### src/rtl/mem_wb_stage_if.sv
// MEM -> WB pipeline bus: MEM-stage write-back candidates in, registered WB-stage view out.
// The stage connects to the slave modport; the MEM-side driver uses the master modport.
interface mem_wb_stage_if #(
    parameter int unsigned COUNT_WIDTH = 32
);
    logic                   stall;
    logic                   flush;
    logic                   in_valid;
    logic                   in_reg_write;
    logic [4:0]             in_rd;
    logic [1:0]             in_wb_sel;
    logic [2:0]             in_funct3;
    logic [31:0]            in_alu_result;
    logic [31:0]            in_mem_rdata;
    logic [31:0]            in_pc_plus4;
    logic [31:0]            in_imm;

    logic                   wb_valid;
    logic                   wb_reg_write;
    logic [4:0]             wb_rd;
    logic [1:0]             wb_sel;
    logic [31:0]            wb_alu_result;
    logic [31:0]            wb_load_data;
    logic [31:0]            wb_pc_plus4;
    logic [31:0]            wb_imm;
    logic [COUNT_WIDTH-1:0] retire_count;

    modport slave (
        input  stall, flush, in_valid, in_reg_write, in_rd, in_wb_sel, in_funct3,
               in_alu_result, in_mem_rdata, in_pc_plus4, in_imm,
        output wb_valid, wb_reg_write, wb_rd, wb_sel, wb_alu_result, wb_load_data,
               wb_pc_plus4, wb_imm, retire_count
    );

    modport master (
        output stall, flush, in_valid, in_reg_write, in_rd, in_wb_sel, in_funct3,
               in_alu_result, in_mem_rdata, in_pc_plus4, in_imm,
        input  wb_valid, wb_reg_write, wb_rd, wb_sel, wb_alu_result, wb_load_data,
               wb_pc_plus4, wb_imm, retire_count
    );
endinterface

### src/rtl/mem_wb_stage.sv
// MEM/WB pipeline register for the RV32I core: load alignment, x0 write suppression,
// stall/flush handling and a wrapping retired-instruction counter.
module mem_wb_stage #(
    parameter int unsigned COUNT_WIDTH = 32
) (
    input  logic           clk,
    input  logic           rst,
    mem_wb_stage_if.slave  bus
);
    localparam int unsigned XLEN = 32;
    localparam int unsigned RW   = 5;
    localparam int unsigned SW   = 2;

    localparam logic [2:0] F3_LB  = 3'b000;
    localparam logic [2:0] F3_LH  = 3'b001;
    localparam logic [2:0] F3_LW  = 3'b010;
    localparam logic [2:0] F3_LBU = 3'b100;
    localparam logic [2:0] F3_LHU = 3'b101;

    logic                   valid_q,     valid_d;
    logic                   reg_write_q, reg_write_d;
    logic [RW-1:0]          rd_q,        rd_d;
    logic [SW-1:0]          sel_q,       sel_d;
    logic [XLEN-1:0]        alu_q,       alu_d;
    logic [XLEN-1:0]        load_q,      load_d;
    logic [XLEN-1:0]        pc4_q,       pc4_d;
    logic [XLEN-1:0]        imm_q,       imm_d;
    logic [COUNT_WIDTH-1:0] cnt_q,       cnt_d;

    logic [7:0]             ld_byte_c;
    logic [15:0]            ld_half_c;
    logic [XLEN-1:0]        ld_aligned_c;

    // Byte/halfword extraction by address offset; bit 0 is ignored for halfwords.
    always_comb begin
        ld_byte_c = 8'h00;
        unique case (bus.in_alu_result[1:0])
            2'd0:    ld_byte_c = bus.in_mem_rdata[7:0];
            2'd1:    ld_byte_c = bus.in_mem_rdata[15:8];
            2'd2:    ld_byte_c = bus.in_mem_rdata[23:16];
            default: ld_byte_c = bus.in_mem_rdata[31:24];
        endcase
        ld_half_c = bus.in_alu_result[1] ? bus.in_mem_rdata[31:16] : bus.in_mem_rdata[15:0];
    end

    // Width/sign handling; undefined load codes pass the raw word through.
    always_comb begin
        ld_aligned_c = bus.in_mem_rdata;
        unique case (bus.in_funct3)
            F3_LB:   ld_aligned_c = {{24{ld_byte_c[7]}}, ld_byte_c};
            F3_LH:   ld_aligned_c = {{16{ld_half_c[15]}}, ld_half_c};
            F3_LW:   ld_aligned_c = bus.in_mem_rdata;
            F3_LBU:  ld_aligned_c = {24'h000000, ld_byte_c};
            F3_LHU:  ld_aligned_c = {16'h0000, ld_half_c};
            default: ld_aligned_c = bus.in_mem_rdata;
        endcase
    end

    // Next-state: flush bubbles the control bits only, stall holds everything.
    always_comb begin
        valid_d     = valid_q;
        reg_write_d = reg_write_q;
        rd_d        = rd_q;
        sel_d       = sel_q;
        alu_d       = alu_q;
        load_d      = load_q;
        pc4_d       = pc4_q;
        imm_d       = imm_q;
        cnt_d       = cnt_q;

        if (bus.flush) begin
            valid_d     = 1'b0;
            reg_write_d = 1'b0;
        end else if (!bus.stall) begin
            valid_d     = bus.in_valid;
            reg_write_d = bus.in_valid & bus.in_reg_write & (bus.in_rd != 5'd0);
            rd_d        = bus.in_rd;
            sel_d       = bus.in_wb_sel;
            alu_d       = bus.in_alu_result;
            load_d      = ld_aligned_c;
            pc4_d       = bus.in_pc_plus4;
            imm_d       = bus.in_imm;
            if (bus.in_valid) begin
                cnt_d = cnt_q + COUNT_WIDTH'(1);
            end
        end
    end

    always_ff @(posedge clk or posedge rst) begin
        if (rst) begin
            valid_q     <= 1'b0;
            reg_write_q <= 1'b0;
            rd_q        <= '0;
            sel_q       <= '0;
            alu_q       <= '0;
            load_q      <= '0;
            pc4_q       <= '0;
            imm_q       <= '0;
            cnt_q       <= '0;
        end else begin
            valid_q     <= valid_d;
            reg_write_q <= reg_write_d;
            rd_q        <= rd_d;
            sel_q       <= sel_d;
            alu_q       <= alu_d;
            load_q      <= load_d;
            pc4_q       <= pc4_d;
            imm_q       <= imm_d;
            cnt_q       <= cnt_d;
        end
    end

    assign bus.wb_valid      = valid_q;
    assign bus.wb_reg_write  = reg_write_q;
    assign bus.wb_rd         = rd_q;
    assign bus.wb_sel        = sel_q;
    assign bus.wb_alu_result = alu_q;
    assign bus.wb_load_data  = load_q;
    assign bus.wb_pc_plus4   = pc4_q;
    assign bus.wb_imm        = imm_q;
    assign bus.retire_count  = cnt_q;
endmodule

### src/flat_wrapper.sv
// flat-port wrapper written by rule: the top's interface ports become plain ports
module mem_wb_stage_flat 
#(
    parameter int unsigned COUNT_WIDTH = 32
)
  (clk, rst, bus_stall, bus_flush, bus_in_valid, bus_in_reg_write, bus_in_rd, bus_in_wb_sel, bus_in_funct3, bus_in_alu_result, bus_in_mem_rdata, bus_in_pc_plus4, bus_in_imm, bus_wb_valid, bus_wb_reg_write, bus_wb_rd, bus_wb_sel, bus_wb_alu_result, bus_wb_load_data, bus_wb_pc_plus4, bus_wb_imm, bus_retire_count);
  mem_wb_stage_if #(.COUNT_WIDTH(COUNT_WIDTH)) bus_i ();
  input  logic clk;
  input  logic rst;
  input wire logic [$bits(bus_i.stall)-1:0] bus_stall;
  input wire logic [$bits(bus_i.flush)-1:0] bus_flush;
  input wire logic [$bits(bus_i.in_valid)-1:0] bus_in_valid;
  input wire logic [$bits(bus_i.in_reg_write)-1:0] bus_in_reg_write;
  input wire logic [$bits(bus_i.in_rd)-1:0] bus_in_rd;
  input wire logic [$bits(bus_i.in_wb_sel)-1:0] bus_in_wb_sel;
  input wire logic [$bits(bus_i.in_funct3)-1:0] bus_in_funct3;
  input wire logic [$bits(bus_i.in_alu_result)-1:0] bus_in_alu_result;
  input wire logic [$bits(bus_i.in_mem_rdata)-1:0] bus_in_mem_rdata;
  input wire logic [$bits(bus_i.in_pc_plus4)-1:0] bus_in_pc_plus4;
  input wire logic [$bits(bus_i.in_imm)-1:0] bus_in_imm;
  output wire logic [$bits(bus_i.wb_valid)-1:0] bus_wb_valid;
  output wire logic [$bits(bus_i.wb_reg_write)-1:0] bus_wb_reg_write;
  output wire logic [$bits(bus_i.wb_rd)-1:0] bus_wb_rd;
  output wire logic [$bits(bus_i.wb_sel)-1:0] bus_wb_sel;
  output wire logic [$bits(bus_i.wb_alu_result)-1:0] bus_wb_alu_result;
  output wire logic [$bits(bus_i.wb_load_data)-1:0] bus_wb_load_data;
  output wire logic [$bits(bus_i.wb_pc_plus4)-1:0] bus_wb_pc_plus4;
  output wire logic [$bits(bus_i.wb_imm)-1:0] bus_wb_imm;
  output wire logic [$bits(bus_i.retire_count)-1:0] bus_retire_count;
  assign bus_i.stall = bus_stall;
  assign bus_i.flush = bus_flush;
  assign bus_i.in_valid = bus_in_valid;
  assign bus_i.in_reg_write = bus_in_reg_write;
  assign bus_i.in_rd = bus_in_rd;
  assign bus_i.in_wb_sel = bus_in_wb_sel;
  assign bus_i.in_funct3 = bus_in_funct3;
  assign bus_i.in_alu_result = bus_in_alu_result;
  assign bus_i.in_mem_rdata = bus_in_mem_rdata;
  assign bus_i.in_pc_plus4 = bus_in_pc_plus4;
  assign bus_i.in_imm = bus_in_imm;
  assign bus_wb_valid = bus_i.wb_valid;
  assign bus_wb_reg_write = bus_i.wb_reg_write;
  assign bus_wb_rd = bus_i.wb_rd;
  assign bus_wb_sel = bus_i.wb_sel;
  assign bus_wb_alu_result = bus_i.wb_alu_result;
  assign bus_wb_load_data = bus_i.wb_load_data;
  assign bus_wb_pc_plus4 = bus_i.wb_pc_plus4;
  assign bus_wb_imm = bus_i.wb_imm;
  assign bus_retire_count = bus_i.retire_count;
  mem_wb_stage #(.COUNT_WIDTH(COUNT_WIDTH)) u_core (.clk(clk), .rst(rst), .bus(bus_i));
endmodule
### config.mk
export PLATFORM = sky130hd
export DESIGN_NAME = mem_wb_stage_flat
export DESIGN_NICKNAME = d
export VERILOG_FILES = /design/src/rtl/mem_wb_stage_if.sv /design/src/rtl/mem_wb_stage.sv /design/src/flat_wrapper.sv
export SDC_FILE = /design/constraint.sdc
export NUM_CORES = 1
export LEC_CHECK = 0
export CAP_MARGIN = 40
export CORE_ASPECT_RATIO = 0.8
export CORE_UTILIZATION = 40
export CTS_CLUSTER_DIAMETER = 100
export CTS_CLUSTER_SIZE = 8
export DETAILED_ROUTE_END_ITERATION = 8
export PLACE_DENSITY = 0.78
export SETUP_SLACK_MARGIN = 0.15
export SKIP_LAST_GASP = 1
export SYNTH_ARGS = -nofsm -noshare
export SYNTH_HDL_FRONTEND = slang
export SYNTH_SLANG_ARGS = --single-unit
### constraint.sdc
create_clock -name clk -period 6.7 [get_ports clk]
set_clock_uncertainty 0.05 [all_clocks]
set_input_delay 1.34 -clock clk [delete_from_list [all_inputs] [get_ports clk]]
set_output_delay 1.34 -clock clk [all_outputs]
set_load 0.02 [all_outputs]
==> results.sh, run 1 <==
export IMPL_status="completed"
export IMPL_rsz0062_at_grt="no"
export IMPL_antenna_found_initial=0
export IMPL_setup_slack_ps=3272
export IMPL_finalPower_mw=2.853
export IMPL_fp_dieArea_sq_um=18370
export IMPL_power_frac_comb_pct=25.0
export IMPL_dp_slack_ps=2825
export IMPL_io_buffers=312
export IMPL_tightest_slew_ps=998.3
export IMPL_min_period_ps=3428
export IMPL_ys_ff_latch=169
export IMPL_switching_power_mw=0.8799
export IMPL_hold_viol=0
export IMPL_cts_buffer_depth=2
export IMPL_finalSetupTns_ps=0
export IMPL_cts_tree="yes"
export IMPL_end_kind="register"
export IMPL_hp_class="register to register"
export IMPL_die_h_microns=121.4
export IMPL_async_flop_share_pct=100.0
export IMPL_grt_max_degree=91
export IMPL_syn_to_final_growth_pct=53.72
export IMPL_cts_made_buffers=17
export IMPL_cts_resized=0
export IMPL_dieWidth_microns=151.3
export IMPL_timing_final_crit_share_pct=51.16
export IMPL_num_rows=43
export IMPL_max_freq_mhz=291.8
export IMPL_htree_levels=4
export IMPL_grt_pass1_wl_microns=32770
export IMPL_initial_core_util_pct=41.04
export IMPL_synthFlopType="dfrtp_1"
export IMPL_ys_warnings_count=0
export IMPL_nets=1208
export IMPL_cp_max_fo=69
export IMPL_critPathKind="input port to register"
export IMPL_p_seq_share_pct=43.0
export IMPL_cpPeakStageDelay_ps=700
export IMPL_clkLatencyLatePin_ps=420
export IMPL_drive_gt1_share_pct=4.926
export IMPL_post_cts_setup_buffers=0
export IMPL_grt_remaining_overflow=0
export IMPL_critPathRequiredTime_ps=6990
export IMPL_num_io_pins=313
export IMPL_slew_headroom_pct=33.31
export IMPL_place_gp_congestion=0.8206
export IMPL_syn_area_sq_um=7132
export IMPL_grt_usage_pct=23.40
export IMPL_drc=0
export IMPL_cts_hold_fix_buffers=0
export IMPL_p_per_area_nw_per_um2=260.3
export IMPL_cts_root_buf="clkbuf_16"
export IMPL_placed_cells=1269
export IMPL_crit_path_start_kind="input port"
export IMPL_drt_first_pass_iters=5
export IMPL_syn_inst=766
export IMPL_synthesis_nets=911
export IMPL_syn_area_per_cell_sq_um=9.310
export IMPL_diodes=0
export IMPL_path_clk_slew_ps=70
export IMPL_setup_violations=0
export IMPL_cp_data_arrival_time_ps=3710
export IMPL_fin_cells=1301
export IMPL_drv_slew=0
export IMPL_p_int_mw=1.974
export IMPL_clock_sinks=169
export IMPL_vias=6369
export IMPL_worstPathCellList="clkdlybuf4s50_1 -> or2_4 -> buf_4 -> a211oi_4 -> a21oi_1"
export IMPL_viasPerCell=4.895
export IMPL_crit_path_top_delay_cell="buf_4"
export IMPL_power_frac_clock_pct=32.0
export IMPL_antenna_left=0
export IMPL_ys_seq_area_share_pct=59.30
export IMPL_max_cap_violations=0
export IMPL_ir_drop_mv=0.1593
export IMPL_drt_iter0_markers=313
export IMPL_grt_pass1_vias=6202
export IMPL_yosysUniqueCellTypes=40
export IMPL_wl_per_cell_microns=15.95
export IMPL_core_area_sq_um=17380
export IMPL_switching_share_pct=30.84
export IMPL_dp_hpwl_microns=14590
export IMPL_power_leakage_nw=5.031
export IMPL_wl_microns=20750
export IMPL_synth_edf_count=0
==> state kept, by name, summed over array words and instances (netlist names) <==
name / count
u_core.bus.retire_count: 32
u_core.bus.wb_load_data: 32
u_core.bus.wb_valid: 1
u_core.bus.wb_pc_plus4: 32
u_core.bus.wb_sel: 2
u_core.bus.wb_alu_result: 32
u_core.bus.wb_imm: 32
u_core.bus.wb_rd: 5
u_core.bus.wb_reg_write: 1
==> cell usage in the layout (no fill, tap or decap), drive strengths merged, types with 4 or more instances in the layout <==
cell / synthesis / final
nand2b: 7 / 7
o21ai: 23 / 23
nand4: 14 / 14
a21oi: 18 / 18
dfrtp: 169 / 169
and3: 4 / 4
nand3: 43 / 43
mux2i: 7 / 7
nand2: 350 / 350
clkdlybuf4s50: 0 / 312
clkinvlp: 0 / 4
buf: 30 / 8
xor2: 5 / 5
nor2: 10 / 10
clkinv: 0 / 6
xnor2: 26 / 26
nand3b: 8 / 8
clkbuf: 12 / 17
inv: 4 / 9
or3: 7 / 7
==> through the flow <==
| stage | hold slack, ps | utilization, % | cell area [sq um] |
|---|---|---|---|
| detailed placement | 410.8 | 59.97 | 10420 |
| global placement | 406.2 | 59.78 | 10390 |
| finish | 422.7 | 63.09 | 10960 |
| CTS | 427.0 | 63.09 | 10960 |
| global route | 437.4 | 63.09 | 10960 |
| floorplan | 531.1 | - | 7132 |
==> layout make-up <==
class	instances	area (sq um)
inverter	4	20.02
tap	225	281.5
multi-input combinational	551	2690
fill	1456	6415
clock buffer	17	425.4
clock inverter	15	116.4
timing repair buffer	320	3201
sequential	169	4229
==> critical path: cells and delay by family <==
| family | cells | cell delay [ps] |
|---|---|---|
| buffers and inverters | 2 | 1330 |
| AND/OR/NAND/NOR | 1 | 640 |
| AO/OA/AOI/OAI | 2 | 340 |
==> synth_stat cells, types with 8 or more instances <==
| cell | instances | area [sq um] |
|---|---|---|
| nand4_1 | 14 | 87.58 |
| nand3_1 | 43 | 215.2 |
| buf_2 | 25 | 125.1 |
| nand2_1 | 350 | 1314 |
| nand3b_1 | 8 | 60.06 |
| a21oi_1 | 18 | 90.09 |
| xnor2_1 | 26 | 227.7 |
| o21ai_0 | 22 | 110.1 |
| dfrtp_1 | 169 | 4229 |
| nor2_1 | 10 | 37.54 |
| clkbuf_1 | 12 | 45.04 |
==> layer usage <==
metal,track usage (%),vias up,wire length [microns]
met2,37.76,222,9992
met4,7.125,0,330
li1,-,3066,-
met1,29.29,3058,8551
met3,8.271,23,1873
met5,0,-,0
==> final timing paths <==
kind / start / end / slack [ps] / cells past startpoint
setup / recovery: bus_stall / u_core.bus.wb_load_data[12] / 3270 / 5
hold / removal: u_core.bus.wb_pc_plus4[24] / u_core.bus.wb_pc_plus4[24] / 420 / 2
setup reg to reg: u_core.bus.retire_count[5] / u_core.bus.retire_count[24] / 4580 / 5
hold reg to reg: u_core.bus.wb_pc_plus4[24] / u_core.bus.wb_pc_plus4[24] / 420 / 2
max in group asynchronous: rst / u_core.bus.wb_pc_plus4[21] / 4130 / 3
min in group asynchronous: rst / u_core.bus.wb_alu_result[6] / 1280 / 2
==> power by group through the flow <==
stage | Sequential (mW) | Clock, mW | Combinational [mW]
6_report | 1.23 | 0.913 | 0.715
5_1_grt | 1.24 | 0.977 | 0.771
4_1_cts | 1.22 | 0.936 | 0.723
3_5_place_dp | 1.24 | 0 | 0.720
3_3_place_gp | 1.24 | 0 | 0.709
2_1_floorplan | 1.38 | 0 | 0.172
==> kinds of logic after synthesis <==
| group | after synthesis | share of synthesized area (%) |
|---|---|---|
| flip-flops | 169 | 59.30 |
| AND/OR/NAND/NOR | 462 | 28.02 |
| multiplexers | 11 | 1.930 |
| buffers and inverters | 46 | 3.123 |
| XOR/XNOR | 31 | 3.807 |
| AO/OA/AOI/OAI | 46 | 3.649 |
| adder cells (fa/ha/maj) | 1 | 0.1754 |
(Power assumes the default switching activity.)
==> run 2: changes to the inputs <==
- clock period: 6.7 -> 3.2 ns (I/O delays scaled with it)
==> results.sh, run 2 (synthesized netlist as in run 1, its figures left out) <==
export IMPL_power_leakage_nw=5.064
export IMPL_cts_made_buffers=17
export IMPL_drc=0
export IMPL_grt_usage_pct=23.06
export IMPL_nets=1213
export IMPL_num_io_pins=313
export IMPL_path_delay_family="buffers and inverters"
export IMPL_worstRegToRegCells=4
export IMPL_fin_area_sq_um=11030
export IMPL_p_int_mw=4.159
export IMPL_cts_resized=0
export IMPL_cp_max_fo=7
export IMPL_grt_pass1_vias=6359
export IMPL_critPathBufInv=1
export IMPL_post_cts_setup_buffers=0
export IMPL_drt_iter0_markers=340
export IMPL_initial_core_util_pct=41.04
export IMPL_end_kind="output pin"
export IMPL_cts_tree="yes"
export IMPL_io_buffers=312
export IMPL_wl_per_cell_microns=15.93
export IMPL_drive_gt1_share_pct=5.180
export IMPL_r2r_start="u_core.bus.retire_count[9]"
export IMPL_critPathKind="register to output pin"
export IMPL_cts_hold_fix_buffers=0
export IMPL_clkLatencyLatePin_ps=410
export IMPL_path_clk_slew_ps=70
export IMPL_drt_first_pass_iters=4
export IMPL_min_period_ps=2266
export IMPL_cts_buffer_depth=2
export IMPL_htree_levels=4
export IMPL_switching_power_mw=1.823
export IMPL_critPathRequiredTime_ps=2510
export IMPL_cts_root_buf="clkbuf_16"
export IMPL_tightest_slew_ps=602.0
export IMPL_hold_slack_ps=419.6
export IMPL_setup_worst_path_start="u_core.bus.retire_count[23]"
export IMPL_diodes=0
export IMPL_clock_sinks=169
export IMPL_max_cap_violations=0
export IMPL_dp_slack_ps=530.3
export IMPL_finalSetupTns_ps=0
export IMPL_ir_drop_mv=0.2887
export IMPL_cpPeakStageDelay_ps=670
export IMPL_worstPathCellList="clkdlybuf4s50_1"
export IMPL_finalPower_mw=5.982
export IMPL_core_area_sq_um=17380
export IMPL_max_freq_mhz=441.4
export IMPL_rsz0062_at_grt="no"
export IMPL_setup_slack_ps=934.3
export IMPL_rr_endpoint="u_core.bus.retire_count[31]"
export IMPL_slew_headroom_pct=59.79
export IMPL_viasPerCell=4.887
export IMPL_wl_microns=20800
export IMPL_grt_remaining_overflow=0
export IMPL_vias=6382
export IMPL_placed_cells=1274
export IMPL_cp_data_arrival_time_ps=1580
export IMPL_power_frac_comb_pct=25.3
export IMPL_drv_slew=0
export IMPL_dp_hpwl_microns=14860
export IMPL_power_frac_clock_pct=31.8
export IMPL_status="completed"
export IMPL_place_gp_congestion=0.8183
export IMPL_hp_class="register to register"
export IMPL_r2r_slack_ps=1350
export IMPL_grt_max_degree=94
export IMPL_fill_cells=1430
export IMPL_num_rows=43
export IMPL_endpoint="bus_retire_count[23]"
export IMPL_antenna_found_initial=0
export IMPL_crit_path_top_delay_cell="clkdlybuf4s50_1"
export IMPL_hold_viol=0
export IMPL_fin_cells=1306
export IMPL_layout_commonest_cell="nand2_1"
export IMPL_cp_depth=1
export IMPL_grt_pass1_wl_microns=32740
export IMPL_setup_violations=0
export IMPL_p_per_area_nw_per_um2=542.5
export IMPL_p_seq_share_pct=42.9
export IMPL_crit_path_start_kind="register"
export IMPL_postPlaceCellArea_sq_um=10490
export IMPL_fp_dieArea_sq_um=18370
export IMPL_timing_final_crit_share_pct=70.80
export IMPL_fin_util_pct=63.46
export IMPL_mostFrequentLayoutCells="nand2_1 (350), clkdlybuf4s50_1 (312), dfrtp_1 (169), nand3_1 (43), xnor2_1 (26)"
export IMPL_dieWidth_microns=151.3
export IMPL_syn_to_final_growth_pct=54.63
export IMPL_die_h_microns=121.4
export IMPL_switching_share_pct=30.48
export IMPL_antenna_left=0
==> run 2: final cells by class <==
type / instances / area, sq um / share of cell area [%]
Tap cell: 225 / 281.5 / 2.553
Inverter: 4 / 18.77 / 0.1702
Clock inverter: 12 / 91.34 / 0.8282
Multi-Input combinational cell: 551 / 2690 / 24.39
Sequential cell: 169 / 4229 / 38.35
Clock buffer: 20 / 446.7 / 4.050
Timing Repair Buffer: 325 / 3271 / 29.66
==> run 2: worst min-delay path by stage <==
stage	start	endpoint	slack, ps	cells past startpoint
global route	u_core.bus.retire_count[31]	u_core.bus.retire_count[31]	440	1
global placement	u_core.bus.wb_imm[23]	u_core.bus.wb_imm[23]	410	2
floorplan	u_core.bus.wb_pc_plus4[15]	u_core.bus.wb_pc_plus4[15]	530	2
finish	u_core.bus.retire_count[31]	u_core.bus.retire_count[31]	420	1
CTS	u_core.bus.retire_count[31]	u_core.bus.retire_count[31]	430	1
detailed placement	u_core.bus.wb_pc_plus4[30]	u_core.bus.wb_pc_plus4[30]	410	2
==> run 2: layer usage <==
metal	routed length [microns]	share of wire (%)	GRT usage [%]	vias to the layer above
li1	-	-	-	3071
met1	9014	43	29.76	3044
met2	9851	47	37.64	238
met3	1599	7.7	6.165	29
met4	333	1.6	7.000	0
met5	0	0	0	-
==> run 2: power by group through the flow <==
stage	clock network (mW)	logic [mW]	registers, mW
after global routing	2.04	1.63	2.59
final	1.91	1.51	2.56
after CTS	1.94	1.53	2.56
after detailed placement	0	1.53	2.59
after global placement	0	1.50	2.59
after floorplan	0	0.361	2.90
